File: config.mk
export PLATFORM = sky130hd
export DESIGN_NAME = pc_gen
export DESIGN_NICKNAME = d
export VERILOG_FILES = /design/src/rtl/pc_gen_pkg.sv /design/src/rtl/pc_ras.sv /design/src/rtl/pc_gen.sv
export SDC_FILE = /design/constraint.sdc
export NUM_CORES = 1
export LEC_CHECK = 0
export CORE_AREA = 2 2 70 72
export CTS_BUF_LIST = sky130_fd_sc_hd__clkbuf_4 sky130_fd_sc_hd__clkbuf_8
export DETAILED_ROUTE_END_ITERATION = 10
export DIE_AREA = 0 0 72 74
export GPL_ROUTABILITY_DRIVEN = 0
export GPL_TIMING_DRIVEN = 0
export PLACE_DENSITY = 0.73
export SLEW_MARGIN = 10
export SYNTH_ARGS = -nofsm -noshare
export SYNTH_HDL_FRONTEND = slang
export SYNTH_HIERARCHICAL = 1
export SYNTH_SLANG_ARGS = --single-unit
File: constraint.sdc
create_clock -name clk_i -period 2.23 [get_ports clk_i]
set_input_delay 0.446 -clock clk_i [delete_from_list [all_inputs] [get_ports clk_i]]
set_output_delay 0.446 -clock clk_i [all_outputs]
set_load 0.02 [all_outputs]
File: src/rtl/pc_gen_pkg.sv
// Shared constants and next-PC source encoding for the pc_gen block.
// Configuration macro: PC_GEN_RAS_EN (return address stack present when defined).
package pc_gen_pkg;

  localparam int          XLEN_DEF      = 32;
  localparam int          INC_DEF       = 4;
  localparam int unsigned RESET_VEC_DEF = 32'h0000_0000;
  localparam int          RAS_DEPTH_DEF = 4;

  typedef enum logic [1:0] {
    SRC_HOLD,
    SRC_REDIR,
    SRC_RAS,
    SRC_SEQ
  } next_src_t;

endpackage

File: src/rtl/pc_ras.sv
// Circular return address stack: push, pop or replace-top, saturating count, registered flags.
// Instantiated by pc_gen only when PC_GEN_RAS_EN is defined.
module pc_ras #(
  parameter int XLEN  = 32,
  parameter int DEPTH = 4
) (
  input  logic            clk_i,
  input  logic            rst_i,
  input  logic            push_i,
  input  logic            pop_i,
  input  logic [XLEN-1:0] push_data_i,
  output logic [XLEN-1:0] top_o,
  output logic            empty_o,
  output logic            full_o
);

  localparam int PW = $clog2(DEPTH);
  localparam int CW = PW + 1;

  logic [XLEN-1:0] r_mem [DEPTH];
  logic [PW-1:0]   r_ptr;
  logic [CW-1:0]   r_count;
  logic            r_empty;
  logic            r_full;

  logic [PW-1:0]   w_top_idx;
  logic [PW-1:0]   w_ptr_nxt;
  logic [CW-1:0]   w_count_nxt;
  logic            w_replace;
  logic            w_do_pop;

  // r_ptr is the next free slot, so the top entry sits one below it.
  assign w_top_idx = r_ptr - PW'(1);
  assign top_o     = r_mem[w_top_idx];
  assign w_do_pop  = pop_i && (r_count != '0);
  assign w_replace = push_i && w_do_pop;

  // NOTE: every variable assigned in always_comb gets a default first so no latch is inferred.
  always_comb begin
    w_ptr_nxt   = r_ptr;
    w_count_nxt = r_count;
    if (w_replace) begin
      w_ptr_nxt   = r_ptr;
      w_count_nxt = r_count;
    end else if (push_i) begin
      w_ptr_nxt   = r_ptr + PW'(1);
      w_count_nxt = (r_count == CW'(DEPTH)) ? r_count : r_count + CW'(1);
    end else if (w_do_pop) begin
      w_ptr_nxt   = w_top_idx;
      w_count_nxt = r_count - CW'(1);
    end
  end

  // NOTE: the entries are reset explicitly because a cleared stack must read back as zeros.
  always_ff @(posedge clk_i or negedge rst_i) begin
    if (!rst_i) begin
      for (int i = 0; i < DEPTH; i++) r_mem[i] <= '0;
      r_ptr   <= '0;
      r_count <= '0;
      r_empty <= 1'b1;
      r_full  <= 1'b0;
    end else begin
      if (w_replace)   r_mem[w_top_idx] <= push_data_i;
      else if (push_i) r_mem[r_ptr]     <= push_data_i;
      r_ptr   <= w_ptr_nxt;
      r_count <= w_count_nxt;
      r_empty <= (w_count_nxt == '0);
      r_full  <= (w_count_nxt == CW'(DEPTH));
    end
  end

  assign empty_o = r_empty;
  assign full_o  = r_full;

endmodule

File: src/rtl/pc_gen.sv
// Fetch PC generator: hold/redirect/stall/return/sequential next-PC selection, registered PC.
// Macro PC_GEN_RAS_EN adds the pc_ras return address stack; otherwise call_i/ret_i are ignored.
module pc_gen
  import pc_gen_pkg::*;
#(
  parameter int              XLEN      = XLEN_DEF,
  parameter logic [XLEN-1:0] RESET_VEC = XLEN'(RESET_VEC_DEF),
  parameter int              INC       = INC_DEF,
  parameter int              RAS_DEPTH = RAS_DEPTH_DEF
) (
  input  logic            clk_i,
  input  logic            rst_i,
  input  logic            start_i,
  input  logic            stall_i,
  input  logic            redirect_i,
  input  logic [XLEN-1:0] redirect_pc_i,
  input  logic            call_i,
  input  logic            ret_i,
  output logic [XLEN-1:0] pc_o,
  output logic            pc_valid_o,
  output logic            ras_empty_o,
  output logic            ras_full_o
);

  logic [XLEN-1:0] r_pc;
  logic            r_valid;

  next_src_t       w_src;
  logic [XLEN-1:0] w_pc_nxt;
  logic [XLEN-1:0] w_seq_pc;
  logic [XLEN-1:0] w_ras_top;
  logic            w_ras_empty;
  logic            w_ret_hit;
  logic            w_advance;

  assign w_seq_pc = r_pc + XLEN'(INC);

`ifdef PC_GEN_RAS_EN
  logic w_ras_full;

  assign w_ret_hit = ret_i && !w_ras_empty;

  pc_ras #(
    .XLEN  (XLEN),
    .DEPTH (RAS_DEPTH)
  ) u_ras (
    .clk_i       (clk_i),
    .rst_i       (rst_i),
    .push_i      (w_advance && call_i),
    .pop_i       (w_advance && ret_i),
    .push_data_i (w_seq_pc),
    .top_o       (w_ras_top),
    .empty_o     (w_ras_empty),
    .full_o      (w_ras_full)
  );

  assign ras_empty_o = w_ras_empty;
  assign ras_full_o  = w_ras_full;
`else
  logic w_unused;

  assign w_unused    = &{1'b0, call_i, ret_i, w_advance};
  assign w_ret_hit   = 1'b0;
  assign w_ras_top   = '0;
  assign w_ras_empty = 1'b1;
  assign ras_empty_o = 1'b1;
  assign ras_full_o  = 1'b0;
`endif

  always_comb begin
    w_src = SRC_SEQ;
    if (!start_i)        w_src = SRC_HOLD;
    else if (redirect_i) w_src = SRC_REDIR;
    else if (stall_i)    w_src = SRC_HOLD;
    else if (w_ret_hit)  w_src = SRC_RAS;
  end

  always_comb begin
    w_pc_nxt = w_seq_pc;
    case (w_src)
      SRC_HOLD:  w_pc_nxt = r_pc;
      SRC_REDIR: w_pc_nxt = {redirect_pc_i[XLEN-1:2], 2'b00};
      SRC_RAS:   w_pc_nxt = w_ras_top;
      default:   w_pc_nxt = w_seq_pc;
    endcase
  end

  // Only a real advance (return or sequential step) may touch the stack.
  assign w_advance = (w_src == SRC_RAS) || (w_src == SRC_SEQ);

  // NOTE: sequential state uses non-blocking assignments so every register samples pre-edge values.
  always_ff @(posedge clk_i or negedge rst_i) begin
    if (!rst_i) begin
      r_pc    <= RESET_VEC;
      r_valid <= 1'b0;
    end else begin
      r_pc <= w_pc_nxt;
      if (start_i) r_valid <= 1'b1;
    end
  end

  assign pc_o       = r_pc;
  assign pc_valid_o = r_valid;

endmodule

; ---- After elaboration in Yosys (flattened, before gate mapping)
; Index checks and enable logic that the tools add are counted.
[op_classes]
addsub = 1
reduce_logical = 1
n_mux = 4
n_eq_ne = 2
[op_table]
columns = operator, count
row1 = 32-bit one-hot mux with 3 select lines, 1
row2 = "32-bit by 3-bit adder with 32-bit output, second input constant", 1
row3 = 2-bit 2-to-1 mux, 3
row4 = "2-bit by 1-bit equality test with 1-bit output, second input constant", 1
row5 = "2-bit equality test, second input constant", 1
row6 = 2-bit logical NOT, 1
[word_totals]
register_bits = 33
out_inout_bits = 35
inputBits = 39
word_cells = 10

; ---- Longest topological paths before layout
; Gate-level depths: netlist (run 1).
[logic_depth]
word_depth = 5
ltp_mapped = 6
depth_no_buf = 6

; ---- Worst setup path after synthesis (run 1)
; No wires, ideal clock.
[synth_timing]
path_kind = register to register
start = register r_pc[5] (netlist: pc_o[5])
end = register r_pc[26] (netlist: pc_o[26])
path_stages_with_launch = 6
slack_ns = 0.515
path_buffers = 0
period_less_slack_ns = 1.715
setup_ns = 0.077
t_arrival_ns = 1.637
required_ns = 2.153
path_cell_list = dfrtp_1 -> nand4_4 -> nor4_4 -> nand4_1 -> xor2_1 -> a21oi_1
[synth_between]
elab_chain_cells = 2
[synth_lines]
columns = element, line
row1 = "start, declared", pc_gen.sv:25  ; logic [XLEN-1:0] r_pc;
row2 = "start signal, assigned", pc_gen.sv:97  ; r_pc <= w_pc_nxt;
row3 = 32-bit by 3-bit adder with 32-bit output, pc_gen.sv:36  ; assign w_seq_pc = r_pc + XLEN'(INC);
row4 = 32-bit one-hot mux with 3 select lines, pc_gen.sv:80  ; case (w_src)
; Every way passes these cells.
; A chain may end at the register's enable or synchronous reset.

; ---- Final worst setup path (run 1)
[layout_timing]
start = input start_i
end = register r_pc[26] (netlist: pc_o[26])
[layout_between]
elab_chain_cells = 3
word_cells_on_any_way = 5
classes_between = eq/ne (2) / mux (2) / reduce/logical (1)
[layout_lines]
columns = element, line
row1 = "start, declared", pc_gen.sv:13  ; input logic start_i,
row2 = 2-bit 2-to-1 mux (*), pc_gen.sv:72  ; if (!start_i) w_src = SRC_HOLD;
row3 = 2-bit equality test (tied with other cells), pc_gen.sv:80
row4 = 32-bit one-hot mux with 3 select lines, pc_gen.sv:80
; Every way passes the cells marked *; elsewhere a longest branch is shown, timed or not.

==> results.json, run 1 <==
{
  "status": "finished, final reports clean",
  "fin_area_sq_um": 2570,
  "port_buffers": 65,
  "holdCritPathClass": "in -> async",
  "crit_family": "simple AND/OR/NAND/NOR gates",
  "cts_tree": "yes",
  "drive_above_1_share": 0.0806,
  "grt_overflow": 0,
  "crit_required_ns": 2.36,
  "start_kind": "input port",
  "rsz0062_at_grt": "no",
  "max_slew.worst_pin.slew_ns": 0.692,
  "p_leak_nw": 1.01,
  "fin_crit_sh": 0.908,
  "syn_avg_cell_area_sq_um": 8.92,
  "cp-end-kind": "flip-flop",
  "drv_slew": 0,
  "placedCellCount": 317,
  "postLayoutCoreUtil": 0.560,
  "start_util": 0.380,
  "synth.distinct_cells": 30,
  "route.vias.total": 1638,
  "crit_slowest_cell": "clkdlybuf4s50_1",
  "htree_levels": 2,
  "synth_flop_cell": "dfrtp_1",
  "synth-simple-area-share": 0.270,
  "clock_skew_ns": 0.0105,
  "crit_type": "in -> reg",
  "worst_hold_slack_ns": 0.207,
  "cts_root_buf": "clkbuf_8",
  "routed_wl_microns": 4470,
  "period_needed_ns": 2.02,
  "hold_buffers": 0,
  "num_rows": 25,
  "grt_use_total": 0.175,
  "fp.dieH_microns": 74,
  "rrSetupSlack_ns": 0.22,
  "netlist_area_sq_um": 1750,
  "fmax_mhz": 494,
  "async_flop_share": 1.00,
  "cts_setup_buffers": 0,
  "setup_viol": 0,
  "cp_max_fo": 8,
  "clkPwrFrac": 0.244,
  "clkTransAtPathRegs_ns": 0.07,
  "grt_pass1_vias": 1588,
  "synth_edf_count": 0,
  "reg2reg_from": "pc_o[2]",
  "rr_worst_depth": 6,
  "worst-path-buf-inv": 1,
  "synth_top_family_by_area": "simple AND/OR/NAND/NOR gates",
  "grt_max_degree": 32,
  "cp.arrival_ns": 2.16,
  "critical_path.max_stage_delay_ns": 0.62,
  "relSlewSlack": 0.539,
  "cts_buffers": 5,
  "ir_worst_vdd_uv": 405,
  "p_per_area_nw_per_um2": 720,
  "cap_violations": 0,
  "ys_ff_latch": 31,
  "r2r-end": "pc_o[26]",
  "seqPwrFrac": 0.417,
  "core-area_sq_um": 4600,
  "clock-sinks": 31,
  "muxShareOfSynthArea": 0.00572,
  "comb_power_share": 0.339,
  "num-nets-final": 312,
  "yosysSeqAreaShare": 0.443,
  "diodes": 0,
  "clk_latency_ns": 0.28,
  "ys_warn_count": 6,
  "routedWlPerCell_microns": 13.7,
  "antenna_found_initial": 0,
  "p_sw_frac": 0.349,
  "pin_count": 74,
  "grt_pass1_wl_microns": 7280,
  "fin_setup_tns_ns": 0,
  "internal_power_mw": 1.21,
  "synthToLayoutAreaGrowth_pct": 47.1,
  "firstDrtPassIters": 4,
  "dpl_cell_area_sq_um": 2470,
  "p_switching_mw": 0.647,
  "postRouteAntennaNets": 0,
  "timing.final.hold_violations": 0,
  "vias_per_cell": 5.01,
  "yosys.area_share.xor_xnor": 0.135,
  "crit_chain": "clkdlybuf4s50_1, nand3b_2, nor4_4, nand4_1, xor2_1, a21oi_1",
  "drcViolationCount": 0,
  "final_cells": 327,
  "synth-compound-area-share": 0.0959,
  "synth-adder-area-share": 0.00715,
  "drtIter0Drc": 98,
  "syn_inst": 196,
  "cts_buffer_depth": 2,
  "die-area_sq_um": 5330,
  "dpl.hpwl_microns": 3300,
  "die_x_microns": 72,
  "cts.repair.resized": 0
}
## power groups by stage
stage | Sequential [mW] | Combinational, mW | Clock, mW
after floorplan | 0.868 | 0.229 | 0
after global placement | 0.777 | 0.620 | 0
after detailed placement | 0.781 | 0.629 | 0
after CTS | 0.772 | 0.633 | 0.459
after global routing | 0.786 | 0.680 | 0.492
final | 0.772 | 0.628 | 0.453
## layout by cell type (no fill, tap or decap), types with 2 or more instances in the layout
master,synthesis,layout
nor4_4,2,2
o22ai_1,2,2
nor3_1,2,2
nand2_1,10,10
clkdlybuf4s50_1,0,64
dfrtp_1,31,31
buf_4,4,6
nor2_1,38,38
xnor2_1,5,5
and3_1,6,6
buf_2,2,3
clkbuf_1,4,4
nand3_1,13,13
buf_1,2,2
clkbuf_8,0,5
a21oi_1,27,27
nand4_1,11,11
clkbuf_4,0,2
conb_1,2,4
xor2_1,22,22
## area by class of cell
type	instances	area [sq um]
multi-input cells	154	915
fillers	449	2020
repair buffers	67	661
inverters	1	3.75
plain buffers	12	62.6
well taps	54	67.6
clock inverters	1	5.00
flip-flops and latches	31	776
clock buffers	7	83.8
## metal layers
layer,GRT usage,part of all wire
met3,0.0583,0.067
met1,0.229,0.45
met5,0,0
met4,0.0419,0.0072
met2,0.284,0.47
## state kept, by name, indices dropped and copies added (netlist names)
register	flops
pc_o	30
pc_valid_o	1
## Yosys cell counts (all sizes together), types with 2 or more instances
cell type	instances	share of area
nor2	38	0.082
dfrtp	31	0.44
a21oi	27	0.077
xor2	22	0.11
nand3	13	0.037
nand4	12	0.052
nand2	10	0.021
buf	8	0.027
and3	6	0.021
xnor2	5	0.025
clkbuf	4	0.0086
conb	2	0.0043
nor3	2	0.0057
nor4	2	0.024
o22ai	2	0.0072
## kinds of logic after synthesis
| logic type | Yosys count |
|---|---|
| AND/OR/NAND/NOR | 89 |
| other | 2 |
| AO/OA/AOI/OAI | 32 |
| adder cells (fa/ha/maj) | 1 |
| multiplexers | 1 |
| buffers and inverters | 13 |
| XOR/XNOR | 27 |
| flip-flops | 31 |
## per-stage QoR
stage                     worst slack [ns]  total power [mW]
after floorplan                      0.515              1.10
after global placement              -0.223              1.40
after detailed placement            -0.263              1.41
after CTS                           0.0198              1.86
after global routing                0.0194              1.96
final                                0.206              1.85
## how the worst max path moves through the flow
stage	from	endpoint	slack, ns	cells past startpoint
after floorplan	pc_o[5]	pc_o[26]	0.52	5
after global placement	start_i	pc_o[27]	-0.22	6
after detailed placement	start_i	pc_o[25]	-0.26	6
after CTS	start_i	pc_o[25]	0.02	6
after global routing	pc_o[2]	pc_o[26]	0.02	6
final	start_i	pc_o[26]	0.21	6
(Power assumes the default switching activity.)
==> inputs of run 2 (changes only) <==
--- a/config.mk
+++ b/config.mk
@@ -12,8 +12,9 @@
 export GPL_ROUTABILITY_DRIVEN = 0
 export GPL_TIMING_DRIVEN = 0
 export PLACE_DENSITY = 0.73
-export SLEW_MARGIN = 10
+export SLEW_MARGIN = 20
 export SYNTH_ARGS = -nofsm -noshare
 export SYNTH_HDL_FRONTEND = slang
 export SYNTH_HIERARCHICAL = 1
 export SYNTH_SLANG_ARGS = --single-unit
+export TNS_END_PERCENT = 50
==> results of run 2 <==
The final DEF is identical to that of run 1; final timing and power are the same.
==> inputs of run 3 (changes only) <==
--- a/config.mk
+++ b/config.mk
@@ -9,12 +9,11 @@
 export CTS_BUF_LIST = sky130_fd_sc_hd__clkbuf_4 sky130_fd_sc_hd__clkbuf_8
 export DETAILED_ROUTE_END_ITERATION = 10
 export DIE_AREA = 0 0 72 74
+export DONT_BUFFER_PORTS = 1
 export GPL_ROUTABILITY_DRIVEN = 0
 export GPL_TIMING_DRIVEN = 0
-export PLACE_DENSITY = 0.73
 export SLEW_MARGIN = 20
 export SYNTH_ARGS = -nofsm -noshare
 export SYNTH_HDL_FRONTEND = slang
-export SYNTH_HIERARCHICAL = 1
 export SYNTH_SLANG_ARGS = --single-unit
 export TNS_END_PERCENT = 50
==> run 3 against run 2 <==
  * Via count decreased by 15%
  * Global-route usage decreased by 0.95 points
  * Core utilization decreased by 13 points
  * Critical path depth unchanged
  * Combinational power decreased by 55%
  * First-iteration DRC count decreased by 33%
  * Sequential power increased by 15%
  * Flip-flop and latch count unchanged
  * Setup slack got worse by 0.029 ns
  * Clock-buffer cell count increased by 1
==> results.json, run 3 <==
{
  "htree_levels": 2,
  "die_x_microns": 72,
  "placedCellCount": 252,
  "synthTopCellsByCount": "nor2_1, dfrtp_1, a21oi_1",
  "critical_path.max_stage_delay_ns": 0.56,
  "clock-sinks": 31,
  "period_needed_ns": 2.05,
  "grt_max_degree": 32,
  "fmax_mhz": 487,
  "dpl_cell_area_sq_um": 1820,
  "setup_viol": 0,
  "synth_top_area_share": 0.443,
  "relSlewSlack": 0.613,
  "ir_worst_vdd_uv": 318,
  "routedWlPerCell_microns": 16.0,
  "core-area_sq_um": 4600,
  "fin_area_sq_um": 1960,
  "drcViolationCount": 0,
  "cts_root_buf": "clkbuf_8",
  "cap_violations": 0,
  "yosysMostFrequentCell": "nor2_1",
  "start_util": 0.380,
  "regArea_sq_um": 776,
  "crit_chain": "ha_1, nand2_1, nor4_4, nand4_1, xor2_1, a21oi_1",
  "drv_slew": 0,
  "pin_count": 74,
  "grt_use_total": 0.166,
  "cts.repair.resized": 0,
  "largest_register_ffs": 30,
  "dp_slack_ns": 0.171,
  "ys_warn_count": 0,
  "diodes": 0,
  "multiInputGateArea_sq_um": 915,
  "antenna_found_initial": 0,
  "most-common-layout-cells": "nor2_1, dfrtp_1, a21oi_1, xor2_1, nand3_1",
  "fp.dieH_microns": 74,
  "start_kind": "flip-flop",
  "async_flop_share": 1.00,
  "route.vias.total": 1400,
  "drive_above_1_share": 0.0962,
  "crit_required_ns": 2.44,
  "die-area_sq_um": 5330,
  "cts_buffers": 5,
  "num_rows": 25,
  "synth_flop_cell": "dfrtp_1",
  "worst_hold_slack_ns": 0.275,
  "cp_max_fo": 8,
  "cts_buffer_depth": 2,
  "postRouteAntennaNets": 0,
  "fin_setup_tns_ns": 0,
  "cp-end-kind": "flip-flop",
  "grt_pass1_wl_microns": 6820,
  "p_leak_nw": 0.761,
  "setup_slack_ns": 0.177,
  "final_cells": 262,
  "p_per_area_nw_per_um2": 854,
  "holdCritPathClass": "in -> reg",
  "synthToLayoutAreaGrowth_pct": 11.9,
  "cts_tree": "yes",
  "fill_cells": 472,
  "syn_inst": 196,
  "status": "finished, final reports clean",
  "worst-path-buf-inv": 0,
  "timing.final.hold_violations": 0,
  "vias_per_cell": 5.34,
  "port_buffers": 0,
  "grt_overflow": 0,
  "num-nets-final": 247,
  "dpl.hpwl_microns": 3090,
  "clk_latency_ns": 0.28,
  "netlist_area_sq_um": 1750,
  "postLayoutCoreUtil": 0.426,
  "crit_type": "reg -> reg",
  "grt_pass1_vias": 1451,
  "power_mw": 1.67,
  "firstDrtPassIters": 4,
  "routed_wl_microns": 4180,
  "clock_skew_ns": 0.00500,
  "synth_edf_count": 0,
  "rsz0062_at_grt": "no",
  "crit_family": "simple AND/OR/NAND/NOR gates",
  "syn_avg_cell_area_sq_um": 8.92,
  "synth_area_leaders": "dfrtp_1, xor2_1, nor2_1, a21oi_1, nand4_1",
  "yosysSeqAreaShare": 0.443,
  "yosysTopAreaCell": "dfrtp_1",
  "synth.distinct_cells": 30,
  "ys_ff_latch": 31,
  "max_slew.worst_pin.slew_ns": 0.576,
  "cp.arrival_ns": 2.26,
  "drtIter0Drc": 66,
  "fin_crit_sh": 0.921,
  "crit_slowest_cell": "dfrtp_1",
  "final_common_cell": "nor2_1",
  "clkTransAtPathRegs_ns": 0.07
}
[run 3: cell counts after synthesis]
Identical to the previous run, type by type.
[run 3: cell families after synthesis]
family          share of synthesized area
mux                               0.00572
flops                               0.443
simple gates                        0.270
other cells                       0.00429
buf+inv                            0.0379
fa+ha+maj                         0.00715
xor+xnor                            0.135
compound gates                     0.0959
[run 3: timing repair]
item                      4_1_cts  5_1_grt
hold buffers                    2        0
hold endpoints to repair       31        0
setup buffers                   0        0
[run 3: worst paths after layout]
check | from | to | slack [ns] | cells after the start
max | pc_o[3] | pc_o[24] | 0.18 | 6
min | start_i | pc_valid_o | 0.28 | 1
max reg2reg | pc_o[3] | pc_o[24] | 0.18 | 6
min reg2reg | pc_valid_o | pc_valid_o | 0.62 | 1
max in group asynchronous | rst_i | pc_o[14] | 1.45 | 2
min in group asynchronous | rst_i | pc_o[7] | 0.61 | 2
[run 3: layout make-up]
type	instances	share of cell area
buffer	12	0.0319
inverter	1	0.00192
multi-input combinational	154	0.467
timing repair buffer	2	0.0153
sequential	31	0.396
tap	54	0.0345
clock buffer	8	0.0530
[run 3: worst register-to-register path, stage by stage, from the launching register on]
cell	delay (ns)
dfrtp_1	0.56
ha_1	0.33
nand2_1	0.14
nor4_4	0.44
nand4_1	0.20
xor2_1	0.18
a21oi_1	0.14
[run 3: report_power, final]
group	switching, mW	total [mW]	internal, mW	leakage, nW
logic	0.158	0.285	0.127	0.366
clock network	0.204	0.497	0.294	0.0549
registers	0.245	0.891	0.646	0.340
total	0.606	1.67	1.07	0.761
[run 3: routing by layer]
| metal | up-vias | track usage | routed length (microns) |
|---|---|---|---|
| met1 | 664 | 0.199 | 1810 |
| met4 | 0 | 0.0755 | 82 |
| met5 | - | 0 | 0 |
| met3 | 8 | 0.0474 | 274 |
| li1 | 689 | - | - |
| met2 | 39 | 0.278 | 2020 |
